`src/rtl/wb_write_arbiter.sv`:
```
// Register file write-port arbiter: single-cycle pipe writebacks win the slot,
// long-latency results are queued in a small FIFO and drained into idle slots.
// Ports:
//   clk, rst                        clock, synchronous active-high reset
//   pipeWrite/pipeAddr/pipeData     pipeline writeback request
//   slowValid/slowAddr/slowData     slow unit result, accepted when slowReady
//   slowReady                       FIFO has room (state only)
//   issueSlow/issueAddr             decode issued a slow op to issueAddr
//   addrWrite/writeData/writeReg    register file write port
//   pendingMask                     registers still awaiting a slow result
//   fifoCount                       number of buffered slow results
//   stallPipe                       buffered results have waited too long
module wb_write_arbiter #(
    parameter int DEPTH        = 4,
    parameter int STARVE_LIMIT = 8
) (
    input  logic                     clk,
    input  logic                     rst,
    input  logic                     pipeWrite,
    input  logic [4:0]               pipeAddr,
    input  logic [31:0]              pipeData,
    input  logic                     slowValid,
    input  logic [4:0]               slowAddr,
    input  logic [31:0]              slowData,
    output logic                     slowReady,
    input  logic                     issueSlow,
    input  logic [4:0]               issueAddr,
    output logic [4:0]               addrWrite,
    output logic [31:0]              writeData,
    output logic                     writeReg,
    output logic [31:0]              pendingMask,
    output logic [$clog2(DEPTH):0]   fifoCount,
    output logic                     stallPipe
);

    localparam int AW = $clog2(DEPTH);
    localparam int SW = $clog2(STARVE_LIMIT + 1);

    logic [4:0]    addr_mem [DEPTH];
    logic [31:0]   data_mem [DEPTH];
    logic [AW-1:0] wr_ptr;
    logic [AW-1:0] rd_ptr;
    logic [AW:0]   count;
    logic [SW-1:0] starve;
    logic [31:0]   mask;
    logic [31:0]   mask_next;

    logic          pipe_live;
    logic          fifo_any;
    logic          pop;
    logic          push;
    logic [4:0]    head_addr;
    logic [31:0]   head_data;

    assign head_addr = addr_mem[rd_ptr];
    assign head_data = data_mem[rd_ptr];

    // A write to r0 is a no-op, so that slot is free for the FIFO.
    assign pipe_live = pipeWrite && (pipeAddr != 5'd0);
    assign fifo_any  = (count != '0);

    assign slowReady = !rst && (count != (AW+1)'(DEPTH));
    assign pop       = !rst && !pipe_live && fifo_any;
    // r0 results complete the handshake but are dropped.
    assign push      = slowValid && slowReady && (slowAddr != 5'd0);

    always_comb begin
        writeReg  = 1'b0;
        addrWrite = 5'd0;
        writeData = 32'd0;
        if (!rst) begin
            if (pipe_live) begin
                writeReg  = 1'b1;
                addrWrite = pipeAddr;
                writeData = pipeData;
            end else if (fifo_any) begin
                writeReg  = 1'b1;
                addrWrite = head_addr;
                writeData = head_data;
            end
        end
    end

    always_ff @(posedge clk) begin
        if (push) begin
            addr_mem[wr_ptr] <= slowAddr;
            data_mem[wr_ptr] <= slowData;
        end
    end

    always_ff @(posedge clk) begin
        if (rst) begin
            wr_ptr <= '0;
            rd_ptr <= '0;
            count  <= '0;
        end else begin
            if (push) wr_ptr <= wr_ptr + AW'(1);
            if (pop)  rd_ptr <= rd_ptr + AW'(1);
            case ({push, pop})
                2'b10:   count <= count + (AW+1)'(1);
                2'b01:   count <= count - (AW+1)'(1);
                default: count <= count;
            endcase
        end
    end

    // Issue sets after the pop clears, so a re-issue in the pop cycle sticks.
    always_comb begin
        mask_next = mask;
        if (pop) mask_next[head_addr] = 1'b0;
        if (issueSlow && (issueAddr != 5'd0)) mask_next[issueAddr] = 1'b1;
        mask_next[0] = 1'b0;
    end

    always_ff @(posedge clk) begin
        if (rst) mask <= '0;
        else     mask <= mask_next;
    end

    always_ff @(posedge clk) begin
        if (rst || pop || !fifo_any) begin
            starve <= '0;
        end else if (starve != SW'(STARVE_LIMIT)) begin
            starve <= starve + SW'(1);
        end
    end

    assign stallPipe   = (starve == SW'(STARVE_LIMIT));
    assign pendingMask = mask;
    assign fifoCount   = count;

endmodule

```
`config.mk`:
```
export PLATFORM = sky130hd
export DESIGN_NAME = wb_write_arbiter
export DESIGN_NICKNAME = d
export VERILOG_FILES = /design/src/rtl/wb_write_arbiter.sv
export SDC_FILE = /design/constraint.sdc
export NUM_CORES = 1
export LEC_CHECK = 0
export ABC_AREA = 1
export CORE_MARGIN = 3
export CORE_UTILIZATION = 30
export CTS_CLUSTER_DIAMETER = 30
export DETAILED_ROUTE_END_ITERATION = 8
export SLEW_MARGIN = 40
export SYNTH_ARGS = -nofsm -noshare
export SYNTH_HDL_FRONTEND = slang
export SYNTH_SLANG_ARGS = --single-unit
export TNS_END_PERCENT = 50
```
`constraint.sdc`:
```
create_clock -name clk -period 4 [get_ports clk]
set_input_delay 0.4 -clock clk [delete_from_list [all_inputs] [get_ports clk]]
set_output_delay 0.4 -clock clk [all_outputs]
set_load 0.02 [all_outputs]
```
# After elaboration in Yosys (flattened, before gate mapping)

Memory sizes are Yosys's and may differ from the RTL's. A register that Yosys moved wholly into a read port is not among the register bits.
Cells that the tools add are included.

Bits in registers: 43
Latch bits: 0
Memory bits (writable): 148
ROM bits: 0
Output and inout bits: 75
Memories: 2

Memory list:

| name     | words | width | read ports | clocked after memory_dff | write ports | line | source |
|---|---|---|---|---|---|---|---|
| data_mem | 4     | 32    | 1          | 1                        | 1           | 40   | `logic [31:0] data_mem [DEPTH];` |
| addr_mem | 4     | 5     | 1          | 1                        | 1           | 39   | `logic [4:0] addr_mem [DEPTH];` |

Add/sub/neg operators: 5
Multipliers: 0
Div/mod/pow operators: 0
$lt $le $gt $ge: 4
Eq/ne operators: 5
Shift-type cells: 0
Multiplexer cells: 22
Bitwise logic cells: 3
Reduce and logical (&&, ||, !) cells: 19

Operators by type and width:

| cell                | count |
|---|---|
| $mux 32             | 5 |
| $and 32x32->32      | 1 |
| $not 32->32         | 1 |
| $or 32x32->32       | 1 |
| $mux 5              | 3 |
| $reduce_bool 5->1   | 3 |
| $lt 5x6->1 const B  | 2 |
| $demux 1 s5         | 2 |
| $ge 5x1->1 const B  | 2 |
| $logic_and 1x1->1   | 9 |
| $mux 2              | 4 |
| $mux 1              | 7 |
| $pmux 3 s2          | 1 |
| $add 2x1->2 const B | 2 |
| $add 4x1->4 const B | 1 |
| $eq 4x4->1 const B  | 1 |
| $ne 4x4->1 const B  | 1 |
| $add 3x1->3 const B | 1 |
| $logic_not 1->1     | 3 |
| $ne 3x3->1 const B  | 1 |
| $reduce_bool 3->1   | 1 |
| $sub 3x1->3 const B | 1 |
| $eq 2x1->1 const B  | 1 |
| $eq 2x2->1 const B  | 1 |
| 2 further kinds     | 3 |

# Depth between registers and ports, before layout

Gate-level depths: netlist of the first run.

Depth in word-level cells: 9
Depth in mapped cells: 14
Gate-level depth less buffers: 13

# Worst setup path before layout of the first run

Ideal clock, no wire load.

Path kind: flip-flop to flip-flop
From: register count[1], in the netlist fifoCount[1]
To: memory addr_mem[0][0] (enable)
Library setup time: 431 ps
Arrival: 3025 ps
Data required time: 3569 ps
Setup slack: 543 ps
Cell stages (with the launch flop): 5
Path buffers: 0
Path through: dfxtp_1 -> inv_1 -> a31oi_1 -> nand3_2 -> nor2_1

Word-level cells in the longest chain between the ends: 6

Ends and longest elaborated chain:

| item                            | line | source |
|---|---|---|
| start, declared                 | 43   | `logic [AW:0] count;` |
| start signal, assigned          | 100  | `2'b10: count <= count + (AW+1)'(1);` |
| start signal, assigned          | 101  | `2'b01: count <= count - (AW+1)'(1);` |
| start signal, assigned          | 102  | `default: count <= count;` |
| $ne 3x3->1                      | 62   | `assign slowReady = !rst && (count != (AW+1)'(DEPTH));` |
| $logic_and 1x1->1               | 62   |  |
| named net slowReady             | 25   | `output logic slowReady,` |
| $logic_and 1x1->1 (2 in series) | 65   | `assign push = slowValid && slowReady && (slowAddr != 5'd0);` |
| $mux 1                          | 85   | `if (push) begin` |
| $mux 1 (implied by the code)    | 86   | `addr_mem[wr_ptr] <= slowAddr;` |
| end, declared                   | 39   |  |

The timed path passes the listed nets, and every way through them passes these cells.

==> run metrics, run 1 <==
I/O Buffers=157; Design Area, Final=about 11,000 um^2; Min-Delay Path Class=in -> reg; ranking of synthesized cells by area=edfxtp_1 (54%), dfxtp_1 (11%), nand2_1 (10%), nor2_1 (4.1%), o21ai_0 (3.7%); #FFs+latches synth=around 190; Post-Route WL=22.0 mm; Place WS=0.783 ns; actual slew at the worst max-slew pin=a little under 0.8 ns; top cell types by occurrence after synthesis=nand2_1 (227), edfxtp_1 (148), nor2_1 (89); RR Startpoint=fifoCount[2]; Initial Util=31.0%; Synth top area share=~54%; number of remaining DRC errors=0; gpl congestion=0.803; vias per cell=4.80; count of different cell masters after synthesis=33; Synth Net Count=906; count leader, synth=nand2_1; area leader, netlist=edfxtp_1; Max-Cap Viols=0; Post-synth EDFFs=148; PwrDens=approximately 420 nW/um^2; CTS Buffer Depth=2; CTS tree=done; row count=59; Tmin final=3.28 ns; crit path launch type=flop; final setup margin=0.719 ns; FFs w/ async S/R, synth=0%; CTS Buf Count=17; clk root buf=clkbuf_16; fraction of layout cells with a size suffix above 1=8.09%; sequential area share after synthesis=64.9%; FMAX=305 MHz; Die Width=171 um; CORE AREA=26,500 um^2; ANT cells=0; I/O pins=159; FF+latch area=5330 um^2; vias in the first global route=5,959; Multi-input gate area=2590 um^2; post-route ant nets=0; Worst Path Arrival=2.88 ns; first-pass GRT wire length=33.3 mm; Initial DRC Count=557; Leak=3.74 nW; Area Overhead vs Synth=31.3%; buffer count from post-CTS setup fixing=0; post_cts resized=0; status=complete, no violations; RSZ-0062 raised after global routing=no; CP endpoint kind=primary output; fin. max-slew vios=0; detailed placer's ending HPWL=14.6 mm; fillers=2,541; worst-path maximum fanout=75; Mapped Cells=around 810; initial antenna violation count=2; clk sinks=192; crit path kind=reg -> out; Chip Height=between 150 and 200 um; Synth warnings=0; CTS H-tree lvls=4; Worst-path clk slew=around 0.070 ns; worst IR drop on VDD=~220 uV; Placed Area=10,200 um^2; Final Cycle Share=82.0%; Via Count=6,298; hold_sp=rst; Cell Area, Synth=8210 um^2; Worst EP required=between 3 and 4 ns; Hold WS=0.316 ns; largest net degree at the start of global routing=76; Total Routing Usage GR=14.8%; Finish-stage setup viols=0; Skew-Pair Late Insertion Delay=around 0.43 ns; endpoints failing hold=0; DR pass1 iterations=5; TNS Setup=0 ns; cts-stage hold buffer count=0; Max transition margin=roughly half; # nets final=1,057; clk_skew=0.0109 ns; DIE AREA=29,400 um^2; top_reg_cell synth=edfxtp_1; per-cell routed wire length=16.7 um; post-route total power=4.53 mW; total congestion overflow=0; synthesized area per cell=10.1 um^2
cells by family after synthesis:
kind of cell / synth area share (%)
AOI/OAI and AO/OA: 10.3
xor gates and xnor gates: 0.213
adders and majority gates: 1.31
buffers and inverters: 3.90
DFF: 64.9
other: 0.0457
and+or+nand+nor: 19.4
worst max-delay path, stage by stage (launching register included):
cell	delay (ns)
dfxtp_2	0.33
buf_4	0.62
o21ai_0	0.20
o22ai_1	0.30
nand2_1	0.08
a21oi_1	0.25
clkdlybuf4s50_1	0.66
registers in the layout (all words and copies together), names as in the netlist, named ones only:
signal	cells
addr_mem	20
wr_ptr	2
pendingMask	31
starve	4
fifoCount	3
data_mem	128
rd_ptr	2
final cells by class:
class	instances	share of cell area (%)
clock inverter	14	1.74
timing repair buffer	171	15.7
inverter	34	1.21
multi-input combinational	549	24.1
sequential	192	49.4
tap	335	3.89
clock buffer	17	3.95
where the power goes:
| part | switching, mW | internal [mW] | total (mW) |
|---|---|---|---|
| sequential | 0.0171 | 2.20 | 2.21 |
| combinational | 0.339 | 0.221 | 0.560 |
| clock | 0.807 | 0.954 | 1.76 |
| total | 1.16 | 3.37 | 4.53 |
worst paths after layout:
kind	endpoint	slack, ns	depth (start not counted)
min	fifoCount[1]	0.32	2
min reg2reg	flop	0.45	2
max	writeData[1]	0.72	6
max reg2reg	fifoCount[2]	1.48	12
through the flow:
stage / util (%) / cells
4_1_cts: 40.7 / 1312
6_report: 40.7 / 1312
3_5_place_dp: 38.4 / 1281
3_3_place_gp: 38.4 / 1281
5_1_grt: 40.7 / 1312
2_1_floorplan: - / 814
layer usage:
layer / routed length, um / track usage, % / up-vias / part of all wire (%)
li1: - / - / 3092 / -
met1: 9970 / 19.6 / 2990 / 45
met2: 10400 / 24.5 / 194 / 47
met3: 1390 / 4.05 / 18 / 6.3
met4: 181 / 3.11 / 4 / 0.82
met5: 27 / 0 / - / 0.12
placed cells by master (no fill, tap or decap), types with 6 or more instances in the layout:
cell               n
nand2_1          227
clkdlybuf4s50_1  156
edfxtp_1         148
nor2_1            85
o21ai_0           61
a21oi_1           52
dfxtp_1           42
nand3_1           35
o22ai_1           32
inv_1             28
clkbuf_16         17
nor2_4            12
buf_4             12
o21ai_1           10
ha_1               7
nor2_2             6
Power figures use the tool's default switching activity.
==> run 2: changes to the inputs <==
Clock period 4 ns to 3.04 ns, I/O delays scaled along.
==> run 2 against run 1 <==
Net effect: core utilization rose by 0.36 points; critical path depth increased by 2; sequential share of layout area is 0.43 points lower.
==> run metrics, run 2 (same netlist as run 1, synthesis figures left out) <==
endpoints failing hold=0; row count=59; dpl cells=1,288; Final Cycle Share=a little over nine tenths; final setup margin=0.162 ns; Hold WS=0.139 ns; Finish-stage setup viols=0; clk sinks=192; first-pass GRT wire length=33.0 mm; CORE AREA=26,500 um^2; Min-Delay Path Depth=2; fin util=around 40%; fraction of layout cells with a size suffix above 1=8.73%; Leak=around 3.8 nW; Worst-path clk slew=roughly 0.080 ns; ANT cells=0; post-route ant nets=0; I/O pins=159; status=complete, no violations; crit path kind=reg -> out; Place WS=0.256 ns; buffer count from post-CTS setup fixing=0; Tmin final=2.88 ns; actual slew at the worst max-slew pin=roughly 0.75 ns; DIE AREA=29,400 um^2; vias in the first global route=5,905; most frequent cells in the layout=nand2_1 (227), clkdlybuf4s50_1 (156), edfxtp_1 (148); Initial DRC Count=a little under 500; max FFs per register=128; Die Width=171 um; CP endpoint kind=primary output; Worst R2R Path Depth=12; gpl congestion=around 0.83; Chip Height=roughly 170 um; Reg with most FFs=data_mem; worst IR drop on VDD=271 uV; Via Count=6,367; I/O Buffers=157; worst-path maximum fanout=23; Post-Route WL=21.8 mm; CTS Buf Count=17; clk root buf=clkbuf_16; Design Area, Final=10,900 um^2; CTS H-tree lvls=4; CTS tree=done; RSZ-0062 raised after global routing=no; DR pass1 iterations=5; Max-Cap Viols=0; Worst EP required=2.74 ns; # nets final=roughly 1,100; PwrDens=545 nW/um^2; vias per cell=4.82; hold_sp=rst; fin. max-slew vios=0; Total Routing Usage GR=14.8%; Max transition margin=between 40% and 50%; RR Startpoint=fifoCount[2]; crit path launch type=flop; total congestion overflow=0; FMAX=347 MHz; number of remaining DRC errors=0; CTS Buffer Depth=2; Skew-Pair Late Insertion Delay=0.43 ns; detailed placer's ending HPWL=14.2 mm; filler-free cell count of the finished design=approximately 1,300; most common cell after layout, fill and taps aside=nand2_1; Min-Delay Path Class=in -> reg; post-route total power=5.92 mW; Area Overhead vs Synth=32.5%; per-cell routed wire length=16.5 um; clk_skew=0.00899 ns; TNS Setup=0 ns; cts-stage hold buffer count=0; largest net degree at the start of global routing=76; Placed Area=10,300 um^2; Worst Path Arrival=2.57 ns; initial antenna violation count=1; Initial Util=between 30% and 40%
run 2: cell count changes in the layout (fill, tap and decap cells not counted):
cell	before	now
buf_4	12	15
clkinv_4	2	1
inv_6	5	6
clkinv_1	1	2
inv_4	1	2
buf_12	2	6
inv_2	4	3
clkinv_8	2	3
bufinv_16	2	1
run 2: report_power, final:
| group | switching, mW | internal (mW) | total [mW] |
|---|---|---|---|
| logic | 0.449 | 0.309 | 0.759 |
| registers | 0.0225 | 2.89 | 2.91 |
| clock network | 1.07 | 1.18 | 2.25 |
| total | 1.54 | 4.38 | 5.92 |
run 2: final cells by class:
cell class              count  area (um^2)
repair buffers            178         1800
inverters                  34          133
flip-flops and latches    192         5330
well taps                 335          419
clock inverters            15          178
fillers                  2527        15600
multi-input cells         549         2590
clock buffers              17          425
run 2: final timing paths:
check | endpoint | slack (ns)
min reg2reg | flop | 0.46
max | addrWrite[2] | 0.16
min | fifoCount[1] | 0.14
max reg2reg | fifoCount[2] | 0.96
run 2: critical path: stages, from the launching register on:
cell	delay [ns]
dfxtp_2	0.32
inv_2	0.35
buf_4	0.27
nand3_1	0.10
nand2_2	0.19
inv_4	0.11
a22oi_1	0.18
nor2_1	0.05
clkdlybuf4s50_1	0.56
run 2: repair_timing:
item,4_1_cts,5_1_grt
endpoints found under the hold margin,0,0
endpoints found under the setup margin,1,0
resized for setup,1,0
run 2: layer usage:
metal  global-route usage, %  wire, um  vias up
met5                       0        13        -
met1                    18.8      9530     3007
met3                    4.05      1630       18
met4                    3.46       267        2
met2                    25.2     10300      227
li1                        -         -     3113
==> run 3: changes to the inputs <==
Settings changed: GPL_TIMING_DRIVEN from default to 1, TNS_END_PERCENT 50 to 10.
==> results of run 3 <==
Final layout, timing and power as in run 2 (identical DEF).
